**config.mk**
```make
export PLATFORM = sky130hd
export DESIGN_NAME = keypad_matrix_emulator
export DESIGN_NICKNAME = d
export VERILOG_FILES = /design/src/rtl/keypad_pkg.sv /design/src/rtl/keypad_key_map.sv /design/src/rtl/keypad_matrix_emulator.sv
export SDC_FILE = /design/constraint.sdc
export NUM_CORES = 1
export LEC_CHECK = 0
export ABC_AREA = 1
export BUFFER_PORTS_ARGS = -buffer_cell sky130_fd_sc_hd__buf_2
export CAP_MARGIN = 5
export CORE_MARGIN = 5
export CORE_UTILIZATION = 58
export DETAILED_ROUTE_END_ITERATION = 8
export GPL_ROUTABILITY_DRIVEN = 1
export GPL_TIMING_DRIVEN = 0
export PLACE_DENSITY = 0.89
export RECOVER_POWER = 25
export SLEW_MARGIN = 30
export SYNTH_ARGS = -nofsm -noshare
export SYNTH_HDL_FRONTEND = slang
export SYNTH_HIERARCHICAL = 1
export SYNTH_SLANG_ARGS = --single-unit
```
**constraint.sdc**
```tcl
create_clock -name clock -period 2.03 [get_ports clock]
set_input_delay 0.1015 -clock clock [delete_from_list [all_inputs] [get_ports clock]]
set_output_delay 0.1015 -clock clock [all_outputs]
set_load 0.1 [all_outputs]
```
**src/rtl/keypad_pkg.sv**
```systemverilog
// ----------------------------------------------------------------------------
// keypad_pkg
// Shared definitions for the keypad matrix emulator and for the keypad and
// decider benches.
//   - state_e      : emulator sequencer states
//   - KEY_*        : key codes (0-9 digits, KEY_HASH = 10, KEY_STAR = 11)
//   - KEY_ROW_LUT  : code -> matrix row (index = key code)
//   - KEY_COL_LUT  : code -> matrix column (index = key code)
//   - key_legal / key_onehot : helpers for command decode
// ----------------------------------------------------------------------------
package keypad_pkg;

    typedef enum logic [1:0] {
        StIdle   = 2'd0,
        StBounce = 2'd1,
        StPress  = 2'd2,
        StGap    = 2'd3
    } state_e;

    localparam int unsigned KEY_COUNT = 12;

    localparam logic [3:0] KEY_0    = 4'd0;
    localparam logic [3:0] KEY_1    = 4'd1;
    localparam logic [3:0] KEY_2    = 4'd2;
    localparam logic [3:0] KEY_3    = 4'd3;
    localparam logic [3:0] KEY_4    = 4'd4;
    localparam logic [3:0] KEY_5    = 4'd5;
    localparam logic [3:0] KEY_6    = 4'd6;
    localparam logic [3:0] KEY_7    = 4'd7;
    localparam logic [3:0] KEY_8    = 4'd8;
    localparam logic [3:0] KEY_9    = 4'd9;
    localparam logic [3:0] KEY_HASH = 4'd10;
    localparam logic [3:0] KEY_STAR = 4'd11;

    // Entries listed from code 11 ('*') down to code 0.
    localparam logic [KEY_COUNT-1:0][1:0] KEY_ROW_LUT = {
        2'd3, 2'd3,             // '*', '#'
        2'd2, 2'd2, 2'd2,       // 9, 8, 7
        2'd1, 2'd1, 2'd1,       // 6, 5, 4
        2'd0, 2'd0, 2'd0,       // 3, 2, 1
        2'd3                    // 0
    };

    localparam logic [KEY_COUNT-1:0][1:0] KEY_COL_LUT = {
        2'd0, 2'd2,             // '*', '#'
        2'd2, 2'd1, 2'd0,       // 9, 8, 7
        2'd2, 2'd1, 2'd0,       // 6, 5, 4
        2'd2, 2'd1, 2'd0,       // 3, 2, 1
        2'd1                    // 0
    };

    function automatic logic key_legal(input logic [3:0] code);
        return code <= KEY_STAR;
    endfunction

    function automatic logic [KEY_COUNT-1:0] key_onehot(input logic [3:0] code);
        return key_legal(code) ? (KEY_COUNT'(1) << code) : '0;
    endfunction

endpackage

```
**src/rtl/keypad_key_map.sv**
```systemverilog
// ----------------------------------------------------------------------------
// keypad_key_map
// Passive key matrix: each closed key shorts its column strobe onto its row.
// Purely combinational, no Col -> Row register.
// Ports:
//   i_key_active [11:0] : one-hot (or zero) closed-key vector, index = key code
//   i_col        [2:0]  : column strobes from the scanner, active-high
//   o_row        [3:0]  : row returns, active-high
// ----------------------------------------------------------------------------
module keypad_key_map
    import keypad_pkg::*;
(
    input  logic [KEY_COUNT-1:0] i_key_active,
    input  logic [2:0]           i_col,
    output logic [3:0]           o_row
);

    always_comb begin
        o_row = '0;
        for (int k = 0; k < KEY_COUNT; k++) begin
            if (i_key_active[k] && i_col[KEY_COL_LUT[k]]) begin
                o_row[KEY_ROW_LUT[k]] = 1'b1;
            end
        end
    end

endmodule

```
**src/rtl/keypad_matrix_emulator.sv**
```systemverilog
// ----------------------------------------------------------------------------
// keypad_matrix_emulator
// Responder side of the keypad column-scan protocol. Accepts key commands over
// a valid/ready handshake and replays them as a timed press / hold / release
// sequence on the Row lines, following whatever Col strobes the scanner drives.
//
// Optional build macro: KEYPAD_BOUNCE_EN
//   defined   : a legal command first spends BOUNCE_CYCLES cycles in a bounce
//               phase (key toggles closed/open each cycle, starting closed)
//               before the full hold time.
//   undefined : no bounce phase is built.
//
// Ports:
//   clock      in   1       system clock, rising edge
//   reset      in   1       asynchronous active-low reset
//   cmd_valid  in   1       key command present
//   cmd_ready  out  1       high only in IDLE
//   cmd_code   in   4       0-9 digits, 10 '#', 11 '*', 12-15 illegal
//   cmd_hold   in   HOLD_W  press length in cycles, 0 treated as 1
//   Col        in   3       column strobes, active-high
//   Row        out  4       row returns, active-high (combinational from Col)
//   key_active out  12      one-hot closed key, 0 when released
//   busy       out  1       high from acceptance until back in IDLE
//   err        out  1       1-cycle pulse after accepting an illegal code
// ----------------------------------------------------------------------------
module keypad_matrix_emulator
    import keypad_pkg::*;
#(
    parameter int unsigned HOLD_W        = 8,
    parameter int unsigned GAP_CYCLES    = 6,
    parameter int unsigned BOUNCE_CYCLES = 4
) (
    input  logic                 clock,
    input  logic                 reset,
    input  logic                 cmd_valid,
    output logic                 cmd_ready,
    input  logic [3:0]           cmd_code,
    input  logic [HOLD_W-1:0]    cmd_hold,
    input  logic [2:0]           Col,
    output logic [3:0]           Row,
    output logic [KEY_COUNT-1:0] key_active,
    output logic                 busy,
    output logic                 err
);

    // GAP and BOUNCE never overlap, so one phase counter serves both; it is
    // sized for the longer of the two.
    localparam int unsigned PhaseMax = (GAP_CYCLES > BOUNCE_CYCLES) ? GAP_CYCLES
                                                                    : BOUNCE_CYCLES;
    localparam int unsigned PhaseW   = $clog2(PhaseMax + 1);

    state_e                 r_state;
    logic [HOLD_W-1:0]      r_hold_cnt;
    logic [PhaseW-1:0]      r_phase_cnt;
    logic [KEY_COUNT-1:0]   r_key_active;
    logic                   r_cmd_ready;
    logic                   r_busy;
    logic                   r_err;
`ifdef KEYPAD_BOUNCE_EN
    logic [KEY_COUNT-1:0]   r_key_sel;
`endif

    logic                   w_transfer;
    logic                   w_legal;
    logic [HOLD_W-1:0]      w_hold_eff;
    logic [KEY_COUNT-1:0]   w_key_onehot;

    assign w_transfer   = cmd_valid && r_cmd_ready;
    assign w_legal      = key_legal(cmd_code);
    assign w_hold_eff   = (cmd_hold == '0) ? HOLD_W'(1) : cmd_hold;
    assign w_key_onehot = key_onehot(cmd_code);

    always_ff @(posedge clock or negedge reset) begin
        if (!reset) begin
            r_state      <= StIdle;
            r_hold_cnt   <= '0;
            r_phase_cnt  <= '0;
            r_key_active <= '0;
            r_cmd_ready  <= 1'b1;
            r_busy       <= 1'b0;
            r_err        <= 1'b0;
`ifdef KEYPAD_BOUNCE_EN
            r_key_sel    <= '0;
`endif
        end else begin
            r_err <= 1'b0;
            case (r_state)
                StIdle: begin
                    if (w_transfer) begin
                        if (w_legal) begin
                            r_hold_cnt   <= w_hold_eff;
                            r_key_active <= w_key_onehot;
                            r_cmd_ready  <= 1'b0;
                            r_busy       <= 1'b1;
`ifdef KEYPAD_BOUNCE_EN
                            r_key_sel    <= w_key_onehot;
                            r_phase_cnt  <= PhaseW'(BOUNCE_CYCLES);
                            r_state      <= StBounce;
`else
                            r_state      <= StPress;
`endif
                        end else begin
                            // Illegal code: flag it, stay ready.
                            r_err <= 1'b1;
                        end
                    end
                end
`ifdef KEYPAD_BOUNCE_EN
                StBounce: begin
                    if (r_phase_cnt == PhaseW'(1)) begin
                        // Hold count was loaded at acceptance and is untouched here.
                        r_key_active <= r_key_sel;
                        r_state      <= StPress;
                    end else begin
                        r_phase_cnt  <= r_phase_cnt - PhaseW'(1);
                        r_key_active <= (r_key_active == '0) ? r_key_sel : '0;
                    end
                end
`endif
                StPress: begin
                    // Counts down to 1, so a full-scale hold never wraps.
                    if (r_hold_cnt == HOLD_W'(1)) begin
                        r_key_active <= '0;
                        r_phase_cnt  <= PhaseW'(GAP_CYCLES);
                        r_state      <= StGap;
                    end else begin
                        r_hold_cnt <= r_hold_cnt - HOLD_W'(1);
                    end
                end
                StGap: begin
                    if (r_phase_cnt == PhaseW'(1)) begin
                        r_cmd_ready <= 1'b1;
                        r_busy      <= 1'b0;
                        r_state     <= StIdle;
                    end else begin
                        r_phase_cnt <= r_phase_cnt - PhaseW'(1);
                    end
                end
                default: begin
                    r_key_active <= '0;
                    r_cmd_ready  <= 1'b1;
                    r_busy       <= 1'b0;
                    r_state      <= StIdle;
                end
            endcase
        end
    end

    assign cmd_ready  = r_cmd_ready;
    assign busy       = r_busy;
    assign err        = r_err;
    assign key_active = r_key_active;

    keypad_key_map u_key_map (
        .i_key_active (r_key_active),
        .i_col        (Col),
        .o_row        (Row)
    );

endmodule

```
* Yosys cells after proc, flatten, opt, wreduce, memory -nomap -nowiden
Index checks and enable logic that the tools add are counted.
** Storage, ports and cells
- Flip-flop bits (word level) :: 28
- Input port bits :: 18
- Output and inout port bits :: 19
- Word-level logic and storage cells :: 85
** Cells by class
- Add/subtract/negate cells :: 2
- Order comparisons :: 1
- Equality and inequality tests :: 10
- Shift-type cells :: 1
- Multiplexer cells :: 40
- Bitwise operators :: 2
- Reduce and logical (&&, ||, !) cells :: 22
** Operator list (count)
- $mux 12 :: 3
- $pmux 12 s3 :: 1
- $mux 8 :: 4
- $mux 1 :: 21
- $pmux 8 s2 :: 1
- $reduce_and 4->1 :: 4
- $logic_and 1x1->1 :: 13
- $ne 2x2->1 const B :: 6
- $shl 1x4->12 const A :: 1
- $eq 8x1->1 const B :: 1
- $logic_not 8->1 :: 1
- $mux 2 :: 4
- $sub 8x1->8 const B :: 1
- $mux 3 :: 2
- $pmux 1 s3 :: 2
- $pmux 2 s3 :: 1
- $pmux 3 s2 :: 1
- $eq 2x2->1 const B :: 2
- $le 4x4->1 const B :: 1
- $reduce_bool 2->1 :: 2
- $eq 3x1->1 const B :: 1
- $reduce_and 3->1 :: 1
- $sub 3x1->3 const B :: 1
- $logic_not 2->1 :: 1
- $not 1->1 :: 2

* Depth between registers and ports, before layout
Gate-level depths: netlist of run 1.
- Depth in word-level cells :: 5
- Mapped depth :: 9
- Depth with buffers taken out :: 9

* Modules after synthesis
The synthesis of run 1 kept the hierarchy.
** By module, submodules not included
- keypad_matrix_emulator :: times used 1, cells each 233, area each 1620.3 um^2, sequential area each 701.9 um^2
- keypad_key_map :: times used 1, cells each 16, area each 65.1 um^2, sequential area each 0.0 um^2

* Worst setup path before layout of run 1
No wires, ideal clock.
- Kind :: reg2out
- From :: register r_key_active[2] (netlist: key_active[2])
- To :: output Row[0]
- Data arrival time :: 1807 ps
- Data required time :: 1929 ps
- Slack :: 122 ps
- Stages on the path, launching flop included :: 3
- Path buffers :: 0
- Path through :: dfrtp_1 -> nand2_1 -> nand3_1
** Between the ends
- Word-level cells in the longest chain between the ends :: 3
** Ends and longest elaborated chain
- start, declared :: line keypad_matrix_emulator.sv:55 : logic [KEY_COUNT-1:0] r_key_active;
- start signal, assigned :: line keypad_matrix_emulator.sv:92 : r_key_active <= w_key_onehot;
- $logic_and 1x1->1 :: line keypad_key_map.sv:21 : if (i_key_active[k] && i_col[KEY_COL_LUT[k]]) begin
- $mux 1 (2 in a row) :: line keypad_key_map.sv:21
- end, declared :: line keypad_matrix_emulator.sv:40 : output logic [3:0] Row,
Every way passes these cells.

* Worst setup path in the final report of run 1
- From :: register r_state[1]
- To :: register r_hold_cnt[6]
** Between the ends
- Word-level cells in the longest chain between the ends :: 3
- Elaborated cells on any way between the ends :: 8
- Classes of those cells :: eq/ne (4); mux (1); reduce/logical (3)
** Ends and longest elaborated chain
- start, declared :: line keypad_matrix_emulator.sv:52 : state_e r_state;
- start signal, assigned :: line keypad_matrix_emulator.sv:75 : r_state <= StIdle;
- start signal, assigned :: line keypad_matrix_emulator.sv:100 : r_state <= StPress;
- start signal, assigned :: line keypad_matrix_emulator.sv:125 : r_state <= StGap;
- $eq 2x2->1 or $logic_not 2->1 (tied branches) :: line keypad_matrix_emulator.sv:87 : case (r_state)
- $ne 2x2->1 (no source line) or $reduce_bool 2->1 (tied branches)
- $reduce_and 4->1 (no source line)
- end signal, assigned :: line keypad_matrix_emulator.sv:91 : r_hold_cnt <= w_hold_eff;
- end signal, assigned :: line keypad_matrix_emulator.sv:127 : r_hold_cnt <= r_hold_cnt - HOLD_W'(1);
- end, declared :: line keypad_matrix_emulator.sv:53 : logic [HOLD_W-1:0] r_hold_cnt;
Parallel ways exist; a longest one is shown, timed or not.
A chain may end at the register's enable or synchronous reset.

==> metrics, run 1 <==
Post-synth EDFFs 0; FF-to-FF End r_hold_cnt[6]$_DFFE_PN0P_; vias in the first global route between 1000 and 1500; Initial DRC Count 153; VDD IR max 1.47 mV; Required @ worst endpoint around 2.3 ns; run status finished, final reports clean; switching pwr 1790 uW; final cycle utilization of the critical path 0.788; register area 702 sq um; Ys Warns 6; ys async rst share 1.00; Rel. slew slack 0.0167; Slew Viols, Final 0; unrepaired setup endpoints after global routing no; CTS tree done; fin crit period 1.60 ns; most numerous cell on the critical path nand2_1; Post-Synthesis Cells approximately 250; actual slew at the worst max-slew pin about 1.5 ns; Critical Path Start r_state[1]$_DFFE_PN0P_; clock share of power 0.087; Sw Share 0.579; Die Y roughly 64 microns; Pleak 0.00112 uW; CP max-delay cell dfrtp_1; power density cells between 1500 and 2000 mW/mm^2; Pre-Repair DR Iteration Count 4; Starting Density 0.606; total nets after synthesis ~270; diode count 0; Max Clock Freq ~0.63 GHz; maxcap violations 0; Post-synth top cells nand2_1, nor2_1, dfrtp_1; Total GRT Usage 0.185; Mapped Avg Cell Area approximately 6.8 sq um; most frequent cell after synthesis nand2_1; clock sink count 28; Worst Skew approximately 0.014 ns; Critical Path End r_hold_cnt[6]$_DFFE_PN0P_; # fillers roughly 240; r2r startpoint r_state[1]$_DFFE_PN0P_; Antenna Violating Nets Remaining 0; clk buf depth 2; setup_tns 0 ns; CP max FO 8; min-delay worst type input port to flop; IO Port Bufs 36; ranking of synthesized cells by area dfrtp_1, nand2_1, nand3_1; largest net degree at the start of global routing 29; Cell Rows 19; final hold violations 0; Core ar. 0.00278 sq mm; Critical Path, Cell by Cell nor2_2 -> nand2_1 -> nand3_1 -> inv_1 -> nand2_1 -> nor2_1 -> nand2_1 -> nand2_1; placed cells ~320; Combinational Power Share 0.617; wire length per cell 11.6 microns; Area growth, synth to finish 15.7%; # DRC 0; final count of negative-setup-slack endpoints 0; top cell type by total area after synthesis dfrtp_1; Unique masters post-synth 20; Startpoint Class flop; share of power burned in registers 0.296; max incr delay on CP around 0.49 ns; CTS Buf Count 3; Post-Route WL about 3.7 mm; #FFs+latches synth 28; sequential-to-total area share from yosys stat 0.416; Clock Latency Late Sink between 0.3 and 0.4 ns; post_cts resized 0; Vias/cell 5.22; WS Path Type flop to flop; grt total ovfl 0; via count approximately 1700; Synth top area share 0.401; layout cell share with drive strength beyond 1 0.179; first-pass GRT wire length roughly 6.3 mm; die width roughly 64 microns; Final HPWL DP roughly 2.9 mm; initial antenna violation count 0; area of the multi-input gates between 800 and 900 sq um; Worst-path clk slew roughly 0.15 ns; internal power 1300 uW; clock root cell clkbuf_4; critical path endpoint category flop; fin cells between 300 and 400; r2r worst-path depth 8; Die Area between 0.004 and 0.005 sq mm; reg-to-reg slack, setup between 0.4 and 0.5 ns; Synth Cell Area 0.00169 sq mm; io pins 37; RD Place Congestion roughly 0.83; Top FF cell, synth dfrtp_1; H-tree levels 1; Layout Nets between 300 and 400; Arr. time, crit path between 1.5 and 2 ns
metal layers:
layer  part of all wire  GRT usage  vias up
met5                  0          0        -
li1                   -          -      876
met3              0.061     0.0385        2
met4             0.0040     0.0234        0
met2               0.46      0.308       43
met1               0.47      0.254      754
layout by cell type, fill, tap and decap left out, drive strengths merged:
cell         instances
nand2               95
buf                 39
nor2                35
dfrtp               27
inv                 27
nand3               27
nand4               13
o21ai               11
clkbuf               6
ha                   4
a21oi                3
nor3                 1
dfstp                1
dlygate4sd3          1
timing repair:
action	in CTS	in global routing
hold buffers	1	0
endpoints found under the hold margin	27	0
buffers inserted	0	0
critical path, delay by kind of cell, from the launching register on:
family,cells,cell delay [ns]
buffers and inverters,1,0.06
flip-flops,1,0.49
AND/OR/NAND/NOR,7,0.97
area by class of cell:
cell class,count,area share
buffer,5,0.0154
clock buffer,4,0.0186
inverter,27,0.0520
multi-input combinational,189,0.437
sequential,28,0.360
tap,31,0.0199
timing repair buffer,37,0.0969
sequential cells by signal, summed over array words and instances, names as in the netlist:
name         count
busy             1
cmd_ready        1
err              1
key_active      12
r_hold_cnt       8
r_phase_cnt      3
r_state          2
power groups by stage:
| stage | clock [uW] | sequential (uW) | combinational (uW) |
|---|---|---|---|
| floorplan | 0 | 1380 | 1080 |
| global placement | 0 | 917 | 1860 |
| detailed placement | 0 | 924 | 1900 |
| CTS | 275 | 912 | 1910 |
| global route | 291 | 945 | 2100 |
| finish | 271 | 915 | 1910 |
through the flow:
step / utilization / hold slack (ns) / setup WS, ns / power [uW] / instance area, sq um
after global placement: 0.685 / 0.151 / 0.428 / 2780 / 1900
after global routing: 0.701 / 0.00159 / 0.204 / 3340 / 1950
after floorplan: - / -0.194 / 0.122 / 2460 / 1690
after CTS: 0.701 / 0.000803 / 0.407 / 3100 / 1950
final: 0.701 / 0.00979 / 0.431 / 3090 / 1950
after detailed placement: 0.685 / 0.150 / 0.422 / 2830 / 1900
worst min path at each step:
stage	end	slack, ns	cells after the start	startpoint
after floorplan	busy$_DFFE_PN0P_	-0.19	0	reset
after global placement	r_state[1]$_DFFE_PN0P_	0.15	1	reset
after detailed placement	r_state[1]$_DFFE_PN0P_	0.15	1	reset
after CTS	err$_DFF_PN0_	0.0008	3	cmd_valid
after global routing	err$_DFF_PN0_	0.002	3	cmd_valid
final	err$_DFF_PN0_	0.01	3	cmd_valid
logic make-up (layout without fill, tap and decap cells):
group | count (synthesis) | after routing | synth area share
and+or+nand+nor | 171 | 171 | 0.430
buffers and inverters | 32 | 73 | 0.0779
DFF | 28 | 28 | 0.416
AOI/OAI and AO/OA | 14 | 14 | 0.0460
adders and majority gates | 4 | 4 | 0.0297
(Power assumes the default switching activity.)
==> run 2: changes to the inputs <==
--- a/config.mk
+++ b/config.mk
@@ -9,11 +9,11 @@
 export BUFFER_PORTS_ARGS = -buffer_cell sky130_fd_sc_hd__buf_2
 export CAP_MARGIN = 5
 export CORE_MARGIN = 5
-export CORE_UTILIZATION = 58
+export CORE_UTILIZATION = 54
 export DETAILED_ROUTE_END_ITERATION = 8
 export GPL_ROUTABILITY_DRIVEN = 1
 export GPL_TIMING_DRIVEN = 0
-export PLACE_DENSITY = 0.89
+export PLACE_DENSITY = 0.84
 export RECOVER_POWER = 25
 export SLEW_MARGIN = 30
 export SYNTH_ARGS = -nofsm -noshare
==> constraint.sdc (replaced) <==
create_clock -name clock -period 1.7 [get_ports clock]
set_input_delay 0.085 -clock clock [delete_from_list [all_inputs] [get_ports clock]]
set_output_delay 0.085 -clock clock [all_outputs]
set_load 0.1 [all_outputs]
==> metrics, run 2 (synthesis results as in run 1) <==
Pleak 0.00117 uW; Initial DRC Count roughly 110; maxcap violations 0; Post-Route WL about 3.8 mm; Clock Latency Late Sink between 0.3 and 0.4 ns; Core ar. 0.00303 sq mm; final count of negative-setup-slack endpoints 0; Die Area between 0.004 and 0.005 sq mm; layout cell share with drive strength beyond 1 0.199; RD Place Congestion 0.817; reg-to-reg slack, setup roughly 0.15 ns; diode count 0; Total GRT Usage 0.193; critical path endpoint category flop; Power, Total between 3000 and 4000 uW; Hold Crit Start cmd_hold[0]; grt total ovfl 0; Rel. slew slack 0.543; Worst-path clk slew roughly 0.16 ns; Pre-Repair DR Iteration Count 4; WS Path Type flop to flop; Worst Skew between 0.009 and 0.01 ns; clk buf depth 2; via count 1660; Startpoint Class flop; Layout Nets roughly 310; Max Clock Freq ~0.65 GHz; unrepaired setup endpoints after global routing no; Die Y 65.9 microns; VDD IR max between 1 and 1.5 mV; IO Port Bufs 36; r2r startpoint r_hold_cnt[1]$_DFFE_PN0P_; die width between 60 and 70 microns; actual slew at the worst max-slew pin a little under 0.7 ns; clock root cell clkbuf_4; Antenna Violating Nets Remaining 0; min-delay worst type input port to flop; # DRC 0; initial antenna violation count 0; # fillers roughly 270; highest-count cells in the layout ignoring fill and taps nand2_1, buf_2, nor2_1; DP Worst Slack 0.0780 ns; fin crit period 1.55 ns; run status finished, final reports clean; Final Util 0.668; CP max FO 10; first-pass GRT wire length ~6.6 mm; Cell Rows 20; io pins 37; H-tree levels 1; Area growth, synth to finish 20.0%; setup_tns 0 ns; CTS Buf Count 3; CTS tree done; Starting Density 0.557; power density cells between 1500 and 2000 mW/mm^2; worst setup margin 0.153 ns; wire length per cell between 10 and 15 microns; vias in the first global route between 1500 and 2000; commonest non-fill, non-tap cell in the layout nand2_1; Final HPWL DP 2.93 mm; Required @ worst endpoint 1.99 ns; final cycle utilization of the critical path 0.910; max FFs per register 12; Vias/cell 4.96; clock sink count 28; final hold violations 0; Slew Viols, Final 0; Critical Path Start r_hold_cnt[1]$_DFFE_PN0P_; Arr. time, crit path between 1.5 and 2 ns; # Post-CTS Setup Buffers 0; largest net degree at the start of global routing 29
## run 2: cell count changes in the layout (fill, tap and decap cells not counted), sizes merged
cell	previous run	this run
bufinv	0	1
clkbuf	6	5
dlygate4sd3	1	2
## run 2: stage by stage
step           cells  cell area, sq um  hold WS (ns)
5_1_grt          335              2020        0.0899
2_1_floorplan    249              1710        -0.211
3_3_place_gp     329              1940         0.133
4_1_cts          335              2020        0.0587
6_report         335              2020        0.0665
3_5_place_dp     329              1940         0.137
## run 2: worst paths after layout
path	depth (start not counted)	to
min in group asynchronous	2	busy$_DFFE_PN0P_
setup reg to reg	7	key_active[1]$_DFFE_PN0P_
hold reg to reg	2	busy$_DFFE_PN0P_
hold / removal	5	r_hold_cnt[0]$_DFFE_PN0P_
setup / recovery	7	key_active[1]$_DFFE_PN0P_
max in group asynchronous	2	r_state[1]$_DFFE_PN0P_
## run 2: power breakdown
group | switching [uW] | internal [uW]
combinational | 1760 | 539
clock | 202 | 239
sequential | 196 | 904
total | 2150 | 1680
## run 2: critical path: stages, from the launching register on
cell and delay, ns:
dfrtp_1 0.41, inv_1 0.09, ha_1 0.18, nand3_1 0.13
o21ai_2 0.23, buf_2 0.23, nand4_1 0.14, nand2_1 0.10
## run 2: cell type report
class | count | area [sq um] | area share
Buffer | 5 | 30.0 | 0.0148
Clock buffer | 3 | 22.5 | 0.0111
Clock inverter | 1 | 30.0 | 0.0148
Inverter | 27 | 101 | 0.0501
Multi-Input combinational cell | 189 | 877 | 0.434
Sequential cell | 28 | 707 | 0.349
Tap cell | 44 | 55.1 | 0.0272
Timing Repair Buffer | 38 | 200 | 0.0989
## run 2: metal layers
metal	up-vias	GRT usage	part of all wire
met5	-	0	0
met4	0	0.0570	0.0055
met3	2	0.0238	0.048
met2	34	0.313	0.48
met1	749	0.268	0.47
li1	875	-	-
## run 2: timing repair
item / CTS / global route
resized for setup: 0 / 2
hold buffers: 2 / 0
setup endpoints to repair: 0 / 14
hold endpoints to repair: 28 / 0
==> run 3: changes to the inputs <==
--- a/config.mk
+++ b/config.mk
@@ -6,14 +6,15 @@
 export NUM_CORES = 1
 export LEC_CHECK = 0
 export ABC_AREA = 1
-export BUFFER_PORTS_ARGS = -buffer_cell sky130_fd_sc_hd__buf_2
 export CAP_MARGIN = 5
 export CORE_MARGIN = 5
-export CORE_UTILIZATION = 54
+export CORE_UTILIZATION = 60
+export CTS_CLUSTER_SIZE = 10
 export DETAILED_ROUTE_END_ITERATION = 8
+export DONT_BUFFER_PORTS = 1
 export GPL_ROUTABILITY_DRIVEN = 1
 export GPL_TIMING_DRIVEN = 0
-export PLACE_DENSITY = 0.84
+export PLACE_DENSITY = 0.81
 export RECOVER_POWER = 25
 export SLEW_MARGIN = 30
 export SYNTH_ARGS = -nofsm -noshare
==> metrics, run 3 (synthesis results as in run 1) <==
CTS tree done; final count of negative-setup-slack endpoints 0; # DRC 0; CP max FO 5; Initial DRC Count between 80 and 90; layout cell share with drive strength beyond 1 0.153; Clock Latency Late Sink about 0.34 ns; placed inst area roughly 0.0017 sq mm; diode count 0; actual slew at the worst max-slew pin between 1 and 1.5 ns; first-pass GRT wire length roughly 7.3 mm; internal power between 1500 and 2000 uW; critical path endpoint category flop; vias in the first global route roughly 1600; highest-count cells in the layout ignoring fill and taps nand2_1, nor2_1, inv_1; Core ar. ~0.0027 sq mm; worst setup margin 0.0473 ns; Max Clock Freq between 0.6 and 0.7 GHz; Post-Route WL 4.22 mm; Rel. slew slack 0.161; H-tree levels 1; Startpoint Class flop; clk buf depth 2; min-delay worst type input port to flop; setup_tns 0 ns; Slew Viols, Final 0; Pleak 0.00106 uW; Finished Cell Area about 0.0021 sq mm; Antenna Violating Nets Remaining 0; maxcap violations 0; Combinational Power Share 0.451; Pre-Repair DR Iteration Count 4; Area growth, synth to finish 23.3%; Worst Skew between 0.0015 and 0.002 ns; largest net degree at the start of global routing 29; wire length per cell 14.1 microns; Die Area about 0.0040 sq mm; power density cells roughly 1900 mW/mm^2; final cycle utilization of the critical path 0.972; DP Worst Slack -0.0540 ns; Layout Nets around 290; unrepaired setup endpoints after global routing yes; VDD IR max ~1.9 mV; Final Util 0.760; Die Y 63 microns; Power, Total between 4000 and 5000 uW; # fillers approximately 180; CTS Buf Count 3; clock root cell clkbuf_4; clock sink count 28; switching pwr about 2300 uW; clock share of power 0.110; initial antenna violation count 0; Total GRT Usage 0.225; WS Path Type flop to flop; Cell Rows 19; Required @ worst endpoint approximately 1.9 ns; commonest non-fill, non-tap cell in the layout nand2_1; fin crit period between 1.5 and 2 ns; share of power burned in registers 0.439; Arr. time, crit path 1.90 ns; IO Port Bufs 0; final hold violations 0; Sw Share 0.563; Final HPWL DP 2.75 mm; Starting Density 0.616; max FFs per register 12; io pins 37; grt total ovfl 0; run status finished, final reports clean; via count between 1500 and 2000; RD Place Congestion 0.832; Vias/cell 5.53; Worst-path clk slew approximately 0.15 ns; die width 63 microns
-- run 3: cell types whose count changed in the layout (fill, tap and decap cells not counted), sizes merged --
cell / before / now
dlymetal6s2s: 0 / 1
buf: 39 / 5
dlygate4sd3: 2 / 12
-- run 3: path summary, 6_finish.rpt --
path | from | endpoint | slack, ns | cells past startpoint
max in group asynchronous | reset | key_active[5]$_DFFE_PN0P_ | 0.25 | 2
hold reg to reg | r_phase_cnt[2]$_DFFE_PN0P_ | r_phase_cnt[2]$_DFFE_PN0P_ | 0.53 | 2
min in group asynchronous | reset | r_hold_cnt[6]$_DFFE_PN0P_ | 0.57 | 2
hold / removal | cmd_hold[1] | r_hold_cnt[1]$_DFFE_PN0P_ | 0.0002 | 4
setup / recovery | cmd_ready$_DFFE_PN1P_ | key_active[0]$_DFFE_PN0P_ | 0.05 | 8
setup reg to reg | cmd_ready$_DFFE_PN1P_ | key_active[0]$_DFFE_PN0P_ | 0.05 | 8
-- run 3: power by group through the flow --
| stage | clock network, uW | registers (uW) | logic [uW] |
|---|---|---|---|
| after CTS | 447 | 1730 | 1650 |
| after global placement | 0 | 1710 | 1490 |
| after detailed placement | 0 | 1710 | 1530 |
| final | 441 | 1760 | 1810 |
| after floorplan | 0 | 1660 | 1300 |
| after global routing | 488 | 1790 | 2050 |
-- run 3: per-layer routing --
layer	global-route usage	up-vias	routed length (microns)
met3	0.0450	5	308
met1	0.314	758	1800
li1	-	828	-
met2	0.351	61	2050
met5	0	-	0
met4	0.0637	0	57
-- run 3: final cells by class --
class	instances	area (sq um)	share of cell area
timing repair buffer	15	151	0.0728
sequential	28	744	0.358
clock buffer	3	22.5	0.0108
tap	31	38.8	0.0187
multi-input combinational	189	952	0.458
clock inverter	1	30.0	0.0144
buffer	5	35.0	0.0169
inverter	27	104	0.0500
-- run 3: critical path, stage by stage (launching register included) --
cell	delay, ns
dfstp_4	0.83
nand2_4	0.09
nand2_4	0.09
nand2_2	0.08
inv_4	0.09
nand3_4	0.10
buf_6	0.15
nand2_1	0.05
nand2_1	0.07
-- run 3: what timing repair did --
item / in CTS / in global routing
gates cloned: 0 / 1
setup endpoints to repair: 22 / 25
endpoints found under the hold margin: 37 / 1
setup buffers: 1 / 0
hold buffers: 12 / 1
resized for setup: 24 / 18
-- run 3: metrics by stage --
stage	instances	hold WS, ns
after floorplan	249	-0.211
after global routing	299	0.0138
final	299	0.000172
after CTS	297	0.0000364
after global placement	280	-0.210
after detailed placement	280	-0.210
